$ cat src/rtl/alu_8bit.sv
// Registered 8-bit ALU: eight unsigned operations selected by OpCode, with a
// 16-bit result and a carry/borrow flag held in output registers.
module alu_8bit (
    input  logic        Clk,
    input  logic        RstN,
    input  logic [2:0]  OpCode,
    input  logic [7:0]  InputA,
    input  logic [7:0]  InputB,
    output logic [15:0] OutALU,
    output logic        COut
);

    typedef enum logic [2:0] {
        OpAdd = 3'b000,
        OpSub = 3'b001,
        OpMul = 3'b010,
        OpShl = 3'b011,
        OpShr = 3'b100,
        OpAnd = 3'b101,
        OpOr  = 3'b110,
        OpXor = 3'b111
    } aluOp_e;

    aluOp_e      opSel;
    logic [8:0]  sum9;
    logic [8:0]  diff9;
    logic [15:0] nextResult;
    logic        nextCarry;

    assign opSel = aluOp_e'(OpCode);

    // Ninth bit of the difference is the borrow, set exactly when A < B.
    assign sum9  = {1'b0, InputA} + {1'b0, InputB};
    assign diff9 = {1'b0, InputA} - {1'b0, InputB};

    always_comb begin
        // NOTE: defaults first so every path assigns both outputs; otherwise
        // an uncovered path would infer a latch.
        nextResult = 16'h0000;
        nextCarry  = 1'b0;
        unique case (opSel)
            OpAdd: begin
                nextResult = {7'h00, sum9};
                nextCarry  = sum9[8];
            end
            OpSub: begin
                nextResult = {8'h00, diff9[7:0]};
                nextCarry  = diff9[8];
            end
            OpMul: nextResult = {8'h00, InputA} * {8'h00, InputB};
            // Shift amounts past the field width fall out to zero naturally.
            OpShl: nextResult = {8'h00, InputA} << InputB;
            OpShr: nextResult = {8'h00, InputA >> InputB};
            OpAnd: nextResult = {8'h00, InputA & InputB};
            OpOr:  nextResult = {8'h00, InputA | InputB};
            OpXor: nextResult = {8'h00, InputA ^ InputB};
        endcase
    end

    // NOTE: reset is sampled only on the clock edge, so RstN is deliberately
    // absent from the sensitivity list.
    always_ff @(posedge Clk) begin
        if (!RstN) begin
            // NOTE: non-blocking assignments keep register updates ordered
            // like real flops regardless of block evaluation order.
            OutALU <= 16'h0000;
            COut   <= 1'b0;
        end else begin
            OutALU <= nextResult;
            COut   <= nextCarry;
        end
    end

endmodule

$ cat config.mk
export PLATFORM = sky130hd
export DESIGN_NAME = alu_8bit
export DESIGN_NICKNAME = d
export VERILOG_FILES = /design/src/rtl/alu_8bit.sv
export SDC_FILE = /design/constraint.sdc
export NUM_CORES = 1
export LEC_CHECK = 0
export ABC_AREA = 1
export CORE_MARGIN = 8
export CORE_UTILIZATION = 30
export DETAILED_ROUTE_END_ITERATION = 10
export MAX_ROUTING_LAYER = met4
export PLACE_DENSITY_LB_ADDON = 0.3
export SYNTH_ARGS = -nofsm -noshare
export SYNTH_HDL_FRONTEND = slang
export SYNTH_SLANG_ARGS = --single-unit
$ cat constraint.sdc
create_clock -name Clk -period 8.53 [get_ports Clk]
set_input_delay 1.706 -clock Clk [delete_from_list [all_inputs] [get_ports Clk]]
set_output_delay 1.706 -clock Clk [all_outputs]
set_load 0.05 [all_outputs]
==> results_dict.tcl <==
set metrics [dict create \
    final_hold_viol_count 0 \
    drive_gt1_frac 0.0411 \
    fin_crit_ps 6140 \
    slowest_delay_ps 890 \
    synthTopCellsByArea "fa_1 16%, ha_1 16%, nand2_1 15%, inv_1 12%, nand3_1 7.7%" \
    tightest_slew_ps 773 \
    wl_per_cell_um 15.3 \
    power_density_mw_per_mm2 136 \
    initial_core_util 0.303 \
    cts.path.max_buffers 2 \
    post-route-period-util 0.720 \
    tns_ps 0 \
    drt-total-wl_um 14800 \
    ant_nets 0 \
    ys_warn_count 0 \
    slew_headroom 0.478 \
    drc 0 \
    core_mm2 0.0157 \
    cts_resized 0 \
    die_w_um 142 \
    setup-violations-final 0 \
    cp.required_ps 8680 \
    port_buffers 37 \
    p_leak_uw 0.00294 \
    post-route-util 0.337 \
    maxCapViolCount 0 \
    worstPathArrival_ps 6300 \
    syn_inst 739 \
    clk_pin_slew_worst_paths_ps 60 \
    synth_edf_count 0 \
    run_status "complete, no violations" \
    maxClockFrequency_mhz 163 \
    ys.flop_type "dfxtp_1" \
    detailed_place_hpwl_um 12200 \
    synth_top_area_frac 0.161 \
    synth_common_cells "185 x nand2_1, 150 x inv_1, 73 x nand3_1, 60 x ha_1, 47 x a21oi_1" \
    critPathSlowestCell "clkdlybuf4s50_1" \
    via_count 4733 \
    slew_viol_final 0 \
    min_path_type "primary input to flip-flop" \
    holdBufCountCts 0 \
    post_cts_buffers 0 \
    grt_pass1_wl_um 24300 \
    synthDistinctLibCells 44 \
    gp_congestion 0.936 \
    overflow 0 \
    synth-seq-area-share 0.0718 \
    antenna_found_initial 0 \
    antenna_cells 0 \
    worstSetupEndpoint "OutALU[8]" \
    critPathCaptureType "flip-flop" \
    crit_type "primary input to flip-flop" \
    synth.cell_area_mm2 0.00474 \
    first_pass_iters 6 \
    crit_fanout 13 \
    ys_async_sr_fraction 0 \
    syn-num-nets 858 \
    cts_tree "done" \
    grt_pass1_vias 4486 \
    placementRows 46 \
    area_growth_syn_to_layout_pct 11.3 \
    path_common_cell "nand2_1" \
    drtIter0Drc 420 \
    numCtsBuffers 3 \
    dieArea_mm2 0.0201 \
    holdCritStartpoint "RstN" \
    htree_levels 1 \
    grt_max_degree 22 \
    die_y_um 142 \
    worst_setup_path_start_kind "primary input" \
    path_cells "clkdlybuf4s50_1 > nand2_1 > fa_1 > fa_1 > inv_1 > fa_1 > inv_1 > fa_1 > inv_1 > ha_1 > nand2_1 > a21oi_1 > nor2_1 > nand2_1 > o21ai_0 > nand2_1 > nand2_1 > nand2_1" \
    peakVddDrop_v 0.0000791 \
    rsz0062_at_grt "false" \
    ys_ff_latch 17 \
    routed_via_density 4.88 \
    root_buffer "clkbuf_16" \
    ios 38 \
    cp-startpoint "InputA[0]" \
    cts_num_sinks 17 \
    nets 874 \
    synth.avg_cell_area_um2 6.41 \
    grt_usage 0.155 \
    yosysTopAreaCell "fa_1" \
    synth.most_common_cell "nand2_1" \
]
-- critical path, delay by kind of cell --
family / cells / cell delay, ps
adders and majority gates: 5 / 2470
and+or+nand+nor: 7 / 660
buffers and inverters: 4 / 1030
AOI/OAI and AO/OA: 2 / 400
-- cell usage in the layout (no fill, tap or decap), types with 3 or more instances in the layout --
cell type,synthesis,routed
inv_2,5,5
nand2_1,185,185
a21oi_1,47,47
inv_1,150,150
or2_2,3,3
nand3_1,73,73
xor2_1,4,4
nand3_2,5,5
o31ai_1,3,3
fa_1,38,38
nand4_1,16,16
o21ai_1,4,4
clkbuf_16,0,3
dfxtp_1,17,17
clkdlybuf4s50_1,0,37
xnor2_1,4,4
nor2_1,41,41
o21bai_1,3,3
ha_1,60,60
nor3_1,5,5
o21ai_0,23,23
-- cells by family (layout without fill, tap and decap cells) --
family          after synthesis  after routing  share of synthesized area
xor+xnor                      8              8                     0.0148
fa+ha+maj                    98             98                      0.319
simple gates                337            337                      0.315
compound gates               92             92                      0.108
flops                        17             17                     0.0718
buf+inv                     187            202                      0.171
-- registers in the layout, indices dropped and copies added (netlist names) --
signal and cells:
COut 1, OutALU 16
-- cell type report --
cell class / instances / area (um2)
clock buffer: 3 / 75.1
sequential: 17 / 340
inverter: 159 / 607
tap: 216 / 270
fill: 1744 / 10400
clock inverter: 1 / 5.00
multi-input combinational: 535 / 3590
timing repair buffer: 39 / 385
-- through the flow --
step	std cells	total power [uW]	area (um2)	hold slack (ps)	worst slack, ps
floorplan	739	487	4740	1890	3170
global placement	966	616	5190	2490	2150
detailed placement	966	613	5190	2480	2140
CTS	970	720	5270	2210	2410
global route	970	798	5270	2250	2050
finish	970	717	5270	2220	2390
-- power breakdown --
| part | total (uW) | internal (uW) | switching [uW] |
|---|---|---|---|
| registers | 89.3 | 87.2 | 2.16 |
| logic | 528 | 189 | 339 |
| clock network | 100 | 63.0 | 36.9 |
| total | 717 | 339 | 378 |
-- worst min path at each step --
stage / endpoint / slack, ps / depth (start not counted)
floorplan: OutALU[0] / 1890 / 3
global placement: OutALU[9] / 2490 / 3
detailed placement: OutALU[9] / 2480 / 3
CTS: OutALU[9] / 2210 / 3
global route: OutALU[9] / 2250 / 3
finish: OutALU[9] / 2220 / 3
-- layer usage --
layer / routed length, um / track usage / vias up
li1: - / - / 2348
met1: 6990 / 0.211 / 2196
met2: 6700 / 0.237 / 170
met3: 772 / 0.0148 / 19
met4: 361 / 0.0543 / 0
met5: 0 / - / -
No activity file was read; power rests on OpenSTA's default activity.
